--- src/rtl/fetch_unit.sv ---
// Instruction fetch stage: PC register, IDLE/RUN control and the IF/ID pipeline register.
// Optional macro FETCH_JUMP_PREDECODE_EN redirects the PC to J-type targets at load time.
module fetch_unit #(
    parameter logic [31:0] RESET_PC = 32'h0000_0000
) (
    input  logic        clk,
    input  logic        rst_n,
    input  logic        fetch_en,
    output logic [31:0] imem_addr,
    input  logic [31:0] imem_instr,
    input  logic        redirect_valid,
    input  logic [31:0] redirect_pc,
    input  logic        id_ready,
    output logic        ifid_valid,
    output logic [31:0] ifid_instr,
    output logic [31:0] ifid_pc,
    output logic [31:0] ifid_pc4,
    output logic [31:0] pc,
    output logic        align_err,
    output logic [31:0] fetch_count
);

    localparam logic [0:0] S_IDLE = 1'b0;
    localparam logic [0:0] S_RUN  = 1'b1;

    logic [0:0]  r_state;
    logic [31:0] r_pc;
    logic        r_ifid_valid;
    logic [31:0] r_ifid_instr;
    logic [31:0] r_ifid_pc;
    logic [31:0] r_ifid_pc4;
    logic        r_align_err;
    logic [31:0] r_fetch_count;

    logic [31:0] w_pc4;
    logic [31:0] w_next_pc;
    logic        w_load;

    assign w_pc4  = r_pc + 32'd4;
    assign w_load = (r_state == S_RUN) && (!r_ifid_valid || id_ready) && !redirect_valid;

`ifdef FETCH_JUMP_PREDECODE_EN
    // J-type opcode: follow the target now so no bubble is spent waiting for a redirect
    assign w_next_pc = (imem_instr[31:26] == 6'b000010)
                     ? {w_pc4[31:28], imem_instr[25:0], 2'b00}
                     : w_pc4;
`else
    assign w_next_pc = w_pc4;
`endif

    always_ff @(posedge clk) begin
        if (!rst_n) begin
            r_state <= S_IDLE;
        end else begin
            r_state <= fetch_en ? S_RUN : S_IDLE;
        end
    end

    // Redirect outranks everything except reset; the flush leaves the stale IF/ID fields in place
    always_ff @(posedge clk) begin
        if (!rst_n) begin
            r_pc          <= RESET_PC;
            r_ifid_valid  <= 1'b0;
            r_ifid_instr  <= 32'd0;
            r_ifid_pc     <= 32'd0;
            r_ifid_pc4    <= 32'd0;
            r_fetch_count <= 32'd0;
        end else if (redirect_valid) begin
            r_pc         <= {redirect_pc[31:2], 2'b00};
            r_ifid_valid <= 1'b0;
        end else if (w_load) begin
            r_pc          <= w_next_pc;
            r_ifid_valid  <= 1'b1;
            r_ifid_instr  <= imem_instr;
            r_ifid_pc     <= r_pc;
            r_ifid_pc4    <= w_pc4;
            r_fetch_count <= r_fetch_count + 32'd1;
        end else if (r_ifid_valid && id_ready) begin
            r_ifid_valid <= 1'b0;
        end
    end

    always_ff @(posedge clk) begin
        if (!rst_n) begin
            r_align_err <= 1'b0;
        end else if (redirect_valid && (redirect_pc[1:0] != 2'b00)) begin
            r_align_err <= 1'b1;
        end
    end

    assign imem_addr   = {2'b00, r_pc[31:2]};
    assign pc          = r_pc;
    assign ifid_valid  = r_ifid_valid;
    assign ifid_instr  = r_ifid_instr;
    assign ifid_pc     = r_ifid_pc;
    assign ifid_pc4    = r_ifid_pc4;
    assign align_err   = r_align_err;
    assign fetch_count = r_fetch_count;

endmodule

--- config.mk ---
export PLATFORM = sky130hd
export DESIGN_NAME = fetch_unit
export DESIGN_NICKNAME = d
export VERILOG_FILES = /design/src/rtl/fetch_unit.sv
export SDC_FILE = /design/constraint.sdc
export NUM_CORES = 1
export LEC_CHECK = 0
export ABC_CLOCK_PERIOD_IN_PS = 2920
export BUFFER_PORTS_ARGS = -buffer_cell sky130_fd_sc_hd__buf_2
export CAP_MARGIN = 15
export CELL_PAD_IN_SITES_DETAIL_PLACEMENT = 1
export CELL_PAD_IN_SITES_GLOBAL_PLACEMENT = 1
export CORE_UTILIZATION = 36
export CTS_CLUSTER_DIAMETER = 30
export DETAILED_ROUTE_END_ITERATION = 10
export PLACE_DENSITY_LB_ADDON = 0.1
export SLEW_MARGIN = 20
export SYNTH_ARGS = -nofsm -noshare
export SYNTH_HDL_FRONTEND = slang
export SYNTH_SLANG_ARGS = --single-unit
--- constraint.sdc ---
create_clock -name clk -period 2.92 [get_ports clk]
set_input_delay 0.876 -clock clk [delete_from_list [all_inputs] [get_ports clk]]
set_output_delay 0.876 -clock clk [all_outputs]
set_load 0.03 [all_outputs]
==> results of run 1 <==
[synth_stat cells, types with 10 or more instances]
cell / count / area, um^2
a211oi_1: 19 / 143
nand2b_1: 10 / 62.6
nand2_1: 167 / 627
or4_1: 32 / 240
clkbuf_1: 70 / 263
xnor2_1: 17 / 149
xor2_1: 11 / 96.3
inv_1: 11 / 41.3
nand4_1: 17 / 106
o31ai_1: 24 / 180
buf_4: 38 / 285
nor2_1: 32 / 120
dfxtp_1: 157 / 3140
a31oi_1: 22 / 138
nand3_1: 23 / 115
and4_1: 10 / 87.6
a21oi_1: 98 / 490
nor4_1: 23 / 144
o21ai_0: 64 / 320
or3_1: 26 / 163
[metrics by stage]
step	worst slack, ps	utilization
final	605	0.461
after global routing	427	0.461
after CTS	595	0.461
after detailed placement	307	0.430
after global placement	322	0.430
after floorplan	600	-
[area by class of cell]
| cell class | instances | area, um^2 |
|---|---|---|
| inverters | 11 | 42.5 |
| clock inverters | 11 | 158 |
| well taps | 270 | 338 |
| multi-input cells | 648 | 3600 |
| flip-flops and latches | 157 | 3140 |
| diodes | 1 | 2.50 |
| clock buffers | 21 | 460 |
| repair buffers | 282 | 1540 |
| fillers | 2537 | 10900 |
[worst register-to-register path, delay by kind of cell, from the launching register on]
family	cells	cell delay, ps
AND/OR/NAND/NOR	3	1440
AO/OA/AOI/OAI	1	210
flip-flops	1	580
[registers in the layout (all words and copies together), names as in the netlist]
register	cells
fetch_count	32
ifid_instr	32
ifid_pc4	30
ifid_pc	30
pc	30
align_err	1
ifid_valid	1
r_state	1
[power by group through the flow]
stage | registers, mW | clock network, mW | logic [mW]
after CTS | 2.31 | 2.41 | 0.677
after global routing | 2.32 | 2.52 | 0.723
final | 2.31 | 2.35 | 0.670
after floorplan | 2.46 | 0 | 0.353
after global placement | 2.35 | 0 | 0.667
after detailed placement | 2.35 | 0 | 0.674
[per-layer routing]
layer,vias to the layer above,global-route usage,part of all wire
met4,0,0.0584,0.011
li1,3631,-,-
met3,17,0.0462,0.043
met1,3546,0.289,0.45
met5,-,0,0
met2,168,0.403,0.49
[worst max-delay path by stage]
stage,from,endpoint,slack [ps]
after floorplan,pc[2],pc[30],600
after global placement,redirect_valid,fetch_count[13],320
after detailed placement,redirect_valid,fetch_count[13],310
after CTS,pc[13],pc[29],600
after global routing,pc[13],pc[29],430
final,pc[13],pc[29],610
[kinds of logic (layout without fill, tap and decap cells)]
logic type                 after synthesis  count (layout)
adders and majority gates                2               2
other                                    1               9
muxes                                    8               8
AOI/OAI and AO/OA                      235             235
DFF                                    157             157
and+or+nand+nor                        367             367
xor gates and xnor gates                28              28
buffers and inverters                  134             325
==> metrics.txt, run 1 <==
mux contribution to synthesized area 0.0108; critical path capture point type flip-flop; Starting Density 0.366; combinational power share 0.126; # nets final 1188; via count of the routed design 7362; Pre-antenna DRT Iters 5; simple-gate share of the synthesized area 0.253; Synth Instances 932; core outline area 20200 um^2; skew final 10.2 ps; worst hold path type reg -> reg; Seq cells post-synth 157; largest net degree at the start of global routing 104; top_reg_cell synth dfxtp_1; wire length per cell 17.2 um; internal cell power 3.83 mW; Hold EP align_err; layout cells sized above 1 0.288; critical path's slowest cell or4_1; final instance area 9290 um^2; hold slack 448 ps; CTS Buf Count 17; largest family of logic cells by synthesized area simple AND/OR/NAND/NOR gates; sw power 1.49 mW; critical path type reg -> reg; drc violations 0; Critical Path Fanout Max 10; startpoint types flip-flop; status finished, final reports clean; GP Congestion 0.794; vias in the first global route 7201; clock sink total 157; Avg Inst Size Synth 7.92 um^2; IO Port Bufs 254; setup TNS 0 ps; CP max stage delay 720 ps; sequential share of power 0.433; Slew Limit Headroom 0.521; cells along the critical path nand4_1 -> or4_1 -> or3_1 -> a211oi_1; total wire length 24.2 mm; final hold vios 0; r2r setup slk 610 ps; Placed Area 8670 um^2; Core Rows 52; clock power share 0.441; CP top delay family simple AND/OR/NAND/NOR gates; Post-synth EDFFs 0; Via-to-Cell Ratio 5.25; Slew Limit Fails 0; Die X 145 um; Post-CTS Hold Buffers 0; initial antenna violation count 1; commonest non-fill, non-tap cell in the layout buf_2; Reg-to-Reg End pc[29]; switching share of power 0.280; dpl cells 1368; die height 145 um; post-synth cell types 43; post-CTS sizing 0; Post-synth ARST share 0; gr usage total 0.231; total setup buffers inserted after CTS 0; synthesis-to-layout area growth 25.8%; Worst-Margin Slew 719 ps; CTS tree done; Max Buffers Root-to-Sink 2; Ports 263; number of max-cap violations 0; Req. time, crit path 3250 ps; commonest cells after routing, fill and taps aside buf_2 (254), nand2_1 (166), dfxtp_1 (157); die area 21100 um^2; Worst Path Buf+Inv 0; DRT iter0 DRCs 249; Synth Area in Adders 0.00339; H-tree depth 4; Critical Path Stages 4; # setup viols final 0; CTS root buffer clkbuf_16; Skew-Pair Late Insertion Delay 420 ps; unrepaired setup endpoints after global routing false; Hold Path Stages 2; sequential share of the synthesized area 0.426; Peak supply drop 0.000392 V; Static Leakage 3.74 nW; WP data arrival 2650 ps; worst r2r path cells 4; Post-Layout Cell Count 1401; ratio of final minimum period to clock period 0.793; antenna-violating nets left 0; compound-cell area share of the yosys netlist 0.182; dpl hpwl 16.8 mm; Post-Synth XOR/XNOR Area 0.0332; f_max 432 MHz; Total Power 5.32 mW; fin crit period 2310 ps; first-pass GRT wire length 39.0 mm; Mapped Area 7380 um^2; Reg2Reg Launch Point pc[13]; Synth Warn # 0; pwr/cell area 573 nW/um^2; beginning of the worst hold path align_err; grt ovf 0; Clock transition at path regs 70 ps
No activity file was read; power rests on OpenSTA's default activity.
==> inputs of run 2 (changes only) <==
--- a/config.mk
+++ b/config.mk
@@ -5,12 +5,12 @@
 export SDC_FILE = /design/constraint.sdc
 export NUM_CORES = 1
 export LEC_CHECK = 0
-export ABC_CLOCK_PERIOD_IN_PS = 2920
+export ABC_CLOCK_PERIOD_IN_PS = 1900
 export BUFFER_PORTS_ARGS = -buffer_cell sky130_fd_sc_hd__buf_2
 export CAP_MARGIN = 15
 export CELL_PAD_IN_SITES_DETAIL_PLACEMENT = 1
 export CELL_PAD_IN_SITES_GLOBAL_PLACEMENT = 1
-export CORE_UTILIZATION = 36
+export CORE_UTILIZATION = 32
 export CTS_CLUSTER_DIAMETER = 30
 export DETAILED_ROUTE_END_ITERATION = 10
 export PLACE_DENSITY_LB_ADDON = 0.1
==> constraint.sdc (replaced) <==
create_clock -name clk -period 1.9 [get_ports clk]
set_input_delay 0.57 -clock clk [delete_from_list [all_inputs] [get_ports clk]]
set_output_delay 0.57 -clock clk [all_outputs]
set_load 0.03 [all_outputs]
==> run 2 against run 1 <==
  * Via count up 3.3%
  * Count of clock-buffer cells in the layout is 2 lower
  * Die area increased by 12%
  * Sequential power up 52%
  * Hold slack worse by 90 ps
  * Global-route usage down 1.6 points
  * Critical path type unchanged
  * Core utilization shrank 1.6 points
  * Combinational power is 70% higher
  * Fmax increased by 24%
  * Cell count rose by 5.6%
  * First-iteration DRC count up 18%
==> metrics.txt, run 2 (synthesized netlist as in run 1, its figures left out) <==
core outline area 22600 um^2; Reg2Reg Launch Point pc[3]; met1 Use GR 0.279; CTS tree done; gr usage total 0.215; die height 154 um; CTS Buf Count 17; Via-to-Cell Ratio 5.14; Post-Layout Cell Count 1480; Critical Path Fanout Max 5; die area 23700 um^2; antenna-violating nets left 0; IO Port Bufs 254; met2 GRT Util 0.357; GP Congestion 0.751; dpl hpwl 18.3 mm; ratio of final minimum period to clock period 0.986; Reg-to-Reg End pc[30]; vias in the first global route 7338; status finished, final reports clean; H-tree depth 4; Clock transition at path regs 60 ps; Post-CTS Hold Buffers 0; beginning of the worst hold path fetch_en; f_max 534 MHz; met3 Use GR 0.0397; startpoint types flip-flop; drc violations 0; clock power share 0.424; total wire length 25.7 mm; worst r2r path cells 5; Peak supply drop 0.000452 V; Ports 263; first-pass GRT wire length 40.0 mm; clock sink total 157; pwr/cell area 801 nW/um^2; unrepaired setup endpoints after global routing true; Req. time, crit path 2270 ps; Pre-antenna DRT Iters 5; wire length per cell 17.4 um; # setup viols final 0; Core Rows 55; DRT iter0 DRCs 295; skew final 16.6 ps; number of max-cap violations 0; Max Buffers Root-to-Sink 2; Slew Limit Headroom 0.649; WP data arrival 2240 ps; post-layout util 0.445; CTS root buffer clkbuf_16; pre-CTS setup slack -223 ps; filler instances 2785; n_diodes 0; grt ovf 0; dpl cells 1440; Worst-Margin Slew 527 ps; sequential share of power 0.434; combinational power share 0.142; Slew Limit Fails 0; final hold vios 0; r2r setup slk 30 ps; fin crit period 1870 ps; Static Leakage 4.10 nW; post-route worst setup slack 26.1 ps; sw power 2.40 mW; largest net degree at the start of global routing 104; synthesis-to-layout area growth 36.4%; layout cells sized above 1 0.389; global routing's busiest layer met2; Skew-Pair Late Insertion Delay 430 ps; critical path capture point type flip-flop; # nets final 1253; Critical Path Sink pc[30]; initial antenna violation count 1; commonest non-fill, non-tap cell in the layout buf_2; worst hold path type in -> reg; Crit. Startpoint pc[3]; Die X 154 um; switching share of power 0.297; via count of the routed design 7605; critical path type reg -> reg; internal cell power 5.67 mW; Starting Density 0.326; commonest cells after routing, fill and taps aside buf_2 (254), nand2_1 (165), dfxtp_1 (116)
[run 2: cell count changes in the layout (fill, tap and decap cells not counted), sizes merged]
| cell | before | now |
|---|---|---|
| buf | 282 | 345 |
| bufinv | 3 | 1 |
| clkbuf | 21 | 19 |
| clkinv | 5 | 2 |
| diode | 1 | 0 |
| inv | 13 | 20 |
| or4 | 33 | 35 |
[run 2: through the flow]
step | setup TNS, ps | power (mW) | instance area (um^2) | hold WS, ps
4_1_cts | 0 | 8.17 | 9920 | 341
3_5_place_dp | -4550 | 4.72 | 9330 | 442
6_report | 0 | 8.06 | 10100 | 357
3_3_place_gp | -3390 | 4.71 | 9330 | 431
2_1_floorplan | -285 | 4.36 | 7770 | 532
5_1_grt | -47.0 | 8.41 | 10100 | 345
[run 2: worst min path at each step]
| stage | end | slack (ps) | cells after the start |
|---|---|---|---|
| final | r_state | 360 | 2 |
| after global routing | r_state | 340 | 2 |
| after CTS | r_state | 340 | 2 |
| after detailed placement | align_err | 440 | 2 |
| after global placement | align_err | 430 | 2 |
| after floorplan | fetch_count[1] | 530 | 2 |
[run 2: power by group through the flow]
stage / sequential [mW] / clock, mW / combinational (mW)
2_1_floorplan: 3.78 / 0 / 0.584
3_3_place_gp: 3.57 / 0 / 1.14
3_5_place_dp: 3.57 / 0 / 1.15
4_1_cts: 3.50 / 3.52 / 1.15
5_1_grt: 3.51 / 3.66 / 1.23
6_report: 3.50 / 3.42 / 1.14
[run 2: final cells by class]
cell class                 count  area [um^2]  share of cell area
tap                          285          357              0.0354
clock buffer                  19          453              0.0450
sequential                   157         3270               0.325
clock inverter                13          124              0.0123
timing repair buffer         345         2020               0.201
inverter                      11         43.8             0.00435
multi-input combinational    650         3800               0.377
[run 2: routing by layer]
metal  wire length, um  vias to the layer above
met5                11                        -
met4               538                        2
met3              1000                       31
met2             12300                      190
met1             11900                     3614
li1                  -                     3768
[run 2: critical path: stages, from the launching register on]
cell and delay, ps:
dfxtp_4 370, ha_4 150, nand3_4 90, or4_4 570
or4_4 540, nand3_2 90
[run 2: what timing repair did]
action                                  4_1_cts  5_1_grt
cloned                                        0        2
endpoints found under the setup margin        7       34
resized for setup                             2       26
hold endpoints to repair                      0        0
pin swaps                                     2        9
buffers inserted                              0        6
